**config.mk**
```make
export PLATFORM = sky130hd
export DESIGN_NAME = regfile_rename_mp_flat
export DESIGN_NICKNAME = d
export VERILOG_FILES = /design/src/rtl/regfile_rename_mp_if.sv /design/src/rtl/regfile_rename_mp.sv /design/src/flat_wrapper.sv
export SDC_FILE = /design/constraint.sdc
export NUM_CORES = 2
export LEC_CHECK = 0
export CAP_MARGIN = 20
export CORE_MARGIN = 5
export CORE_UTILIZATION = 52
export CTS_BUF_LIST = sky130_fd_sc_hd__clkbuf_8
export CTS_CLUSTER_DIAMETER = 100
export DETAILED_ROUTE_END_ITERATION = 10
export HOLD_SLACK_MARGIN = 0.03
export PLACE_DENSITY = 0.79
export SYNTH_ARGS = -nofsm -noshare
export SYNTH_HDL_FRONTEND = slang
export SYNTH_SLANG_ARGS = --single-unit
```
**constraint.sdc**
```tcl
create_clock -name clk_in -period 26.6 [get_ports clk_in]
set_input_delay 2.66 -clock clk_in [delete_from_list [all_inputs] [get_ports clk_in]]
set_output_delay 2.66 -clock clk_in [all_outputs]
set_load 0.02 [all_outputs]
```
**src/rtl/regfile_rename_mp_if.sv**
```systemverilog
// Issue / CDB / operand bundle for the renaming register file.
// The master side (decode/issue plus the CDB arbiter) drives requests,
// broadcasts and control; the slave side (the register file) returns operands
// and the pending-rename count. There is no valid/ready handshake here:
// issue_valid and cdb_active are plain strobes, sampled on the rising clock
// edge while rdy_in is high.
interface regfile_rename_mp_if #(
    parameter int XLEN     = 32,
    parameter int NUM_REGS = 32,
    parameter int TAG_W    = 4,
    parameter int NUM_CDB  = 2,
    parameter int RIDX_W   = $clog2(NUM_REGS)
);
    logic                     rdy_in;
    logic                     issue_valid;
    logic [RIDX_W-1:0]        issue_rd;
    logic [RIDX_W-1:0]        issue_rs1;
    logic [RIDX_W-1:0]        issue_rs2;
    logic [TAG_W-1:0]         issue_tag;
    logic [NUM_CDB-1:0]       cdb_active;
    logic [NUM_CDB*TAG_W-1:0] cdb_tag;
    logic [NUM_CDB*XLEN-1:0]  cdb_val;
    logic                     flush_in;
    logic [XLEN-1:0]          vj;
    logic [XLEN-1:0]          vk;
    logic [TAG_W-1:0]         qj;
    logic [TAG_W-1:0]         qk;
    logic [RIDX_W:0]          pending_cnt;

    modport master (
        output rdy_in, issue_valid, issue_rd, issue_rs1, issue_rs2, issue_tag,
        output cdb_active, cdb_tag, cdb_val, flush_in,
        input  vj, vk, qj, qk, pending_cnt
    );

    modport slave (
        input  rdy_in, issue_valid, issue_rd, issue_rs1, issue_rs2, issue_tag,
        input  cdb_active, cdb_tag, cdb_val, flush_in,
        output vj, vk, qj, qk, pending_cnt
    );
endinterface

```
**src/rtl/regfile_rename_mp.sv**
```systemverilog
// Architectural register file with per-register producer tags.
// Reads resolve against the current state with same-cycle CDB bypass;
// updates retire tags from NUM_CDB broadcast channels (channel 0 wins),
// apply the issuing rename, and honour a global misprediction flush.
module regfile_rename_mp #(
    parameter int XLEN     = 32,
    parameter int NUM_REGS = 32,
    parameter int TAG_W    = 4,
    parameter int NUM_CDB  = 2,
    localparam int RIDX_W  = $clog2(NUM_REGS)
) (
    input logic              clk_in,
    input logic              rst_in,
    regfile_rename_mp_if.slave bus
);
    logic [XLEN-1:0]  val_q [NUM_REGS];
    logic [XLEN-1:0]  val_d [NUM_REGS];
    logic [TAG_W-1:0] tag_q [NUM_REGS];
    logic [TAG_W-1:0] tag_d [NUM_REGS];
    logic [RIDX_W:0]  pending_cnt_q;
    logic [RIDX_W:0]  pending_cnt_d;

    logic [XLEN-1:0]  vj_c, vk_c;
    logic [TAG_W-1:0] qj_c, qk_c;

    // Operand read: ready value, CDB bypass (lowest channel wins), or producer tag.
    always_comb begin
        vj_c = '0;
        qj_c = '0;
        vk_c = '0;
        qk_c = '0;
        if (bus.issue_valid) begin
            vj_c = val_q[bus.issue_rs1];
            qj_c = tag_q[bus.issue_rs1];
            vk_c = val_q[bus.issue_rs2];
            qk_c = tag_q[bus.issue_rs2];
            if (tag_q[bus.issue_rs1] != '0) begin
                vj_c = '0;
                for (int i = NUM_CDB - 1; i >= 0; i--) begin
                    if (bus.cdb_active[i] && bus.cdb_tag[i*TAG_W +: TAG_W] == tag_q[bus.issue_rs1]) begin
                        vj_c = bus.cdb_val[i*XLEN +: XLEN];
                        qj_c = '0;
                    end
                end
            end
            if (tag_q[bus.issue_rs2] != '0) begin
                vk_c = '0;
                for (int i = NUM_CDB - 1; i >= 0; i--) begin
                    if (bus.cdb_active[i] && bus.cdb_tag[i*TAG_W +: TAG_W] == tag_q[bus.issue_rs2]) begin
                        vk_c = bus.cdb_val[i*XLEN +: XLEN];
                        qk_c = '0;
                    end
                end
            end
        end
    end

    assign bus.vj          = vj_c;
    assign bus.vk          = vk_c;
    assign bus.qj          = qj_c;
    assign bus.qk          = qk_c;
    assign bus.pending_cnt = pending_cnt_q;

    // Next state: CDB retirement, then rename (or flush), then recount pending tags.
    always_comb begin
        for (int r = 0; r < NUM_REGS; r++) begin
            val_d[r] = val_q[r];
            tag_d[r] = tag_q[r];
        end
        pending_cnt_d = '0;
        if (bus.rdy_in) begin
            // Register 0 is skipped so it stays zero with no tag.
            for (int r = 1; r < NUM_REGS; r++) begin
                for (int i = NUM_CDB - 1; i >= 0; i--) begin
                    // A zero CDB tag is treated as idle and never retires anything.
                    if (bus.cdb_active[i] && bus.cdb_tag[i*TAG_W +: TAG_W] != '0 &&
                        bus.cdb_tag[i*TAG_W +: TAG_W] == tag_q[r]) begin
                        val_d[r] = bus.cdb_val[i*XLEN +: XLEN];
                        tag_d[r] = '0;
                    end
                end
            end
            if (bus.flush_in) begin
                for (int r = 0; r < NUM_REGS; r++) begin
                    tag_d[r] = '0;
                end
            end else if (bus.issue_valid && bus.issue_rd != '0 && bus.issue_tag != '0) begin
                // The new rename overrides a same-cycle retirement of this register.
                tag_d[bus.issue_rd] = bus.issue_tag;
            end
        end
        for (int r = 0; r < NUM_REGS; r++) begin
            if (tag_d[r] != '0) begin
                pending_cnt_d = pending_cnt_d + (RIDX_W+1)'(1);
            end
        end
    end

    // State registers; asynchronous reset discards every pending rename at once.
    always_ff @(posedge clk_in or negedge rst_in) begin
        if (!rst_in) begin
            for (int r = 0; r < NUM_REGS; r++) begin
                val_q[r] <= '0;
                tag_q[r] <= '0;
            end
            pending_cnt_q <= '0;
        end else begin
            for (int r = 0; r < NUM_REGS; r++) begin
                val_q[r] <= val_d[r];
                tag_q[r] <= tag_d[r];
            end
            pending_cnt_q <= pending_cnt_d;
        end
    end
endmodule

```
**src/flat_wrapper.sv**
```systemverilog
// flat-port wrapper written by rule: the top's interface ports become plain ports
module regfile_rename_mp_flat 
#(
    parameter int XLEN     = 32,
    parameter int NUM_REGS = 32,
    parameter int TAG_W    = 4,
    parameter int NUM_CDB  = 2,
    localparam int RIDX_W  = $clog2(NUM_REGS)
)
  (clk_in, rst_in, bus_rdy_in, bus_issue_valid, bus_issue_rd, bus_issue_rs1, bus_issue_rs2, bus_issue_tag, bus_cdb_active, bus_cdb_tag, bus_cdb_val, bus_flush_in, bus_vj, bus_vk, bus_qj, bus_qk, bus_pending_cnt);
  regfile_rename_mp_if #(.XLEN(XLEN), .NUM_REGS(NUM_REGS), .TAG_W(TAG_W), .NUM_CDB(NUM_CDB)) bus_i ();
  input logic clk_in;
  input logic rst_in;
  input wire logic [$bits(bus_i.rdy_in)-1:0] bus_rdy_in;
  input wire logic [$bits(bus_i.issue_valid)-1:0] bus_issue_valid;
  input wire logic [$bits(bus_i.issue_rd)-1:0] bus_issue_rd;
  input wire logic [$bits(bus_i.issue_rs1)-1:0] bus_issue_rs1;
  input wire logic [$bits(bus_i.issue_rs2)-1:0] bus_issue_rs2;
  input wire logic [$bits(bus_i.issue_tag)-1:0] bus_issue_tag;
  input wire logic [$bits(bus_i.cdb_active)-1:0] bus_cdb_active;
  input wire logic [$bits(bus_i.cdb_tag)-1:0] bus_cdb_tag;
  input wire logic [$bits(bus_i.cdb_val)-1:0] bus_cdb_val;
  input wire logic [$bits(bus_i.flush_in)-1:0] bus_flush_in;
  output wire logic [$bits(bus_i.vj)-1:0] bus_vj;
  output wire logic [$bits(bus_i.vk)-1:0] bus_vk;
  output wire logic [$bits(bus_i.qj)-1:0] bus_qj;
  output wire logic [$bits(bus_i.qk)-1:0] bus_qk;
  output wire logic [$bits(bus_i.pending_cnt)-1:0] bus_pending_cnt;
  assign bus_i.rdy_in = bus_rdy_in;
  assign bus_i.issue_valid = bus_issue_valid;
  assign bus_i.issue_rd = bus_issue_rd;
  assign bus_i.issue_rs1 = bus_issue_rs1;
  assign bus_i.issue_rs2 = bus_issue_rs2;
  assign bus_i.issue_tag = bus_issue_tag;
  assign bus_i.cdb_active = bus_cdb_active;
  assign bus_i.cdb_tag = bus_cdb_tag;
  assign bus_i.cdb_val = bus_cdb_val;
  assign bus_i.flush_in = bus_flush_in;
  assign bus_vj = bus_i.vj;
  assign bus_vk = bus_i.vk;
  assign bus_qj = bus_i.qj;
  assign bus_qk = bus_i.qk;
  assign bus_pending_cnt = bus_i.pending_cnt;
  regfile_rename_mp #(.XLEN(XLEN), .NUM_REGS(NUM_REGS), .TAG_W(TAG_W), .NUM_CDB(NUM_CDB)) u_core (.clk_in(clk_in), .rst_in(rst_in), .bus(bus_i));
endmodule
```
==> results.tsv <==
stage	metric	value	unit
power	leakage	0.0365	µW
layout	share of cells above drive strength 1	18.7	%
clock_network	post-CTS setup buffers	0	
grt	remaining global-route overflow	0	
setup_path	worst-path fanout max	35	
detailed_routing	Vias/cell	7.16	
power	Pwr per Cell Area	82.0	mW/mm²
layout	area of the multi-input gates	0.0474	mm²
setup_path	Crit path arrival time	23.83	ns
grt	first-pass GRT wire length	427	mm
layout	area grow syn2layout	9.17	%
sta	Slew headroom	11.4	%
synthesis	Synth Flop Type	dfrtp_1	
detailed_routing	post-route ant nets	0	
setup_path	Data required, critical path	27.46	ns
clock_network	CTS tree	yes	
clock_network	Root Driver	clkbuf_8	
setup_path	CP max-delay cell	o41a_1	
setup_path	most used cell, CP	ha_1	
floorplanning	Die Span Y	398	µm
placement	DP HPWL	158	mm
placement	Placer Congestion	0.977	
clock_network	Clock Sinks	1126	
setup_path	WS Path Type	in2reg	
sta	f_max	0.0435	GHz
power	peak supply drop	0.177	mV
grt	largest net degree at the start of global routing	161	
detailed_routing	Detailed Route Iter0 Violations	9785	
sta	fin crit share	86.3	%
synthesis	Seq/Total Area, Yosys	35.9	%
sta	Tmin final	22.97	ns
floorplanning	Die W	398	µm
synthesis	Synth Warn #	0	
floorplanning	core area	0.150	mm²
detailed_routing	drc violations	0	
detailed_routing	WL per Instance	31.0	µm
detailed_routing	Via Count	66300	
placement	dpl cell area	0.0813	mm²
sta	clock skew	0.0590	ns
sta	RSZ-0062 raised after global routing	false	
synthesis	Mapped Area	0.0784	mm²
sta	final hold vios	0	
synthesis	Post-synth ARST share	100	%
layout	Seq. cell area	0.0282	mm²
clock_network	Clock Path Buffers	3	
sta	Slew Limit Fails	0	
synthesis	FF+latch count, synth	1126	
hold_path	type of the most critical hold path	reg2reg	
clock_network	number of hold buffers added after CTS	0	
floorplanning	I/O pins	176	
synthesis	syn nets	7524	
floorplanning	FP Rows	142	
setup_path	worst path buffer plus inverter count	7	
placement	Port Buf Inserts	175	
grt	GR Util All Layers	35.8	%
floorplanning	Initial Util	52.3	%
clock_network	Clk pin slew, worst setup/hold paths	0.06	ns
clock_network	htree depth	4	
setup_path	crit start category	input pin	
power	Tot Pwr	7020	µW
clock_network	Worst-Skew Late Latency	0.99	ns
detailed_routing	drt total wl	287	mm
detailed_routing	TritonRoute pass-1 iters	9	
synthesis	Post-synth EDFFs	0	
sta	setup violators final	0	
layout	Final Cell Area	0.0856	mm²
status	outcome	completed	
sta	Least-Margin Pin Slew	1.33	ns
setup_path	cell family with most CP delay	adder cells	
synthesis	Mean Syn Cell Area	10.6	µm²
layout	# fillers	12100	
grt	initial antenna violation count	9	
sta	setup_tns	0	ns
floorplanning	Die Footprint	0.159	mm²
clock_network	CTS Buf Count	188	
clock_network	CTS resizes	0	
grt	vias in the first global route	67300	
synthesis	Cell variety after synth	98	
setup_path	Critical Path Max Stage Delay	0.64	ns
job	max cap viols	0	
layout	NumNets Final	7221	
setup_path	Crit. End Element	flop	
synthesis	Synth Instances	7395	
[worst paths after layout]
| path | start | end | slack, ns | depth (start not counted) |
|---|---|---|---|---|
| max reg2reg | u_core.tag_q[120] | u_core.bus.pending_cnt[4] | 5.99 | 100 |
| min in group asynchronous | rst_in | u_core.val_q[912] | 1.71 | 1 |
| min reg2reg | u_core.val_q[7] | u_core.val_q[7] | 0.49 | 2 |
| max in group asynchronous | rst_in | u_core.tag_q[52] | 20.88 | 6 |
| max | bus_cdb_tag[0] | u_core.bus.pending_cnt[4] | 3.63 | 102 |
| min | u_core.val_q[7] | u_core.val_q[7] | 0.49 | 2 |
[cell type report]
cell class | instances | area share, %
antenna | 5 | 0.0146
clock inverter | 101 | 0.726
sequential | 1126 | 32.9
multi-input combinational | 5392 | 55.4
timing repair buffer | 352 | 4.05
inverter | 32 | 0.143
clock buffer | 238 | 3.83
tap | 2016 | 2.95
[synth_stat cells, types with 21 or more instances]
cell type  number  share of area [%]
a21oi_1        26               0.17
a221o_1        64               0.82
a22o_1         98                1.1
a22oi_1        36               0.34
and3_1         65               0.52
buf_1         144               0.69
buf_2          36               0.23
clkbuf_1      660                3.2
dfrtp_1      1126                 36
ha_1           31               0.49
inv_1          31               0.15
mux2_2         73                1.0
mux2i_1      1080                 14
mux4_2        656                 19
nand2_1      1200                5.7
nand2b_1       25               0.20
nand3_1        45               0.29
nand4_1        36               0.29
nor2_1        116               0.56
nor3_1         49               0.31
nor4_1         31               0.25
o21ai_0      1059                6.8
o22ai_1        21               0.17
o2bb2ai_1      48               0.54
xnor2_1       235                2.6
xor2_1        113                1.3
[power by group]
| part | switching, µW | internal (µW) |
|---|---|---|
| logic | 1310 | 1310 |
| clock network | 779 | 847 |
| registers | 476 | 2290 |
| total | 2570 | 4450 |
[registers in the layout, indices dropped and copies added (netlist names)]
register                flops
u_core.val_q              992
u_core.bus.pending_cnt      6
u_core.tag_q              128
[cell usage in the layout (no fill, tap or decap), drive strengths merged, types with 25 or more instances in the layout]
master	count
and3	65
o2bb2ai	48
nor3	51
o21ai	1065
nor4	32
dfrtp	1126
clkdlybuf4s50	153
ha	31
clkbuf	240
nand3	45
buf	197
a221o	64
nand4	36
mux2	74
nand2	1200
inv	101
xnor2	261
a21oi	26
a22oi	36
mux4	656
xor2	120
nand2b	25
mux2i	1080
nor2	116
a22o	98
[worst register-to-register path: cells and delay by family (launching register included)]
kind | cells | cell delay [ns]
AOI/OAI and AO/OA | 24 | 3.69
xor gates and xnor gates | 3 | 0.65
adders and majority gates | 29 | 8.29
buffers and inverters | 5 | 0.33
DFF | 1 | 0.49
muxes | 10 | 2.54
and+or+nand+nor | 29 | 4.53
[layer usage]
layer / wire length [µm] / up-vias / track usage (%)
met5: 156 / - / 0.0924
met4: 26700 / 8 / 27.4
met3: 41200 / 1627 / 12.8
met2: 121000 / 5470 / 51.1
met1: 98300 / 32600 / 44.5
li1: - / 26600 / -
[kinds of logic after synthesis]
| group | Yosys count | synth area share (%) |
|---|---|---|
| AOI/OAI and AO/OA | 1499 | 11.7 |
| xor gates and xnor gates | 386 | 4.84 |
| muxes | 1810 | 33.7 |
| DFF | 1126 | 35.9 |
| buffers and inverters | 877 | 4.28 |
| adders and majority gates | 33 | 0.520 |
| and+or+nand+nor | 1664 | 9.07 |
[through the flow]
stage | setup WS, ns | cells | util (%) | hold slack, ns
after floorplan | 3.51 | 7395 | - | 0.460
after global placement | 3.61 | 8894 | 54.1 | 0.472
after detailed placement | 2.92 | 8902 | 54.2 | 0.485
after CTS | 3.85 | 9241 | 56.8 | 0.499
after global routing | 2.15 | 9261 | 57.1 | 0.511
final | 3.63 | 9262 | 57.1 | 0.493
Note: power is estimated with default switching activity, not from simulation.
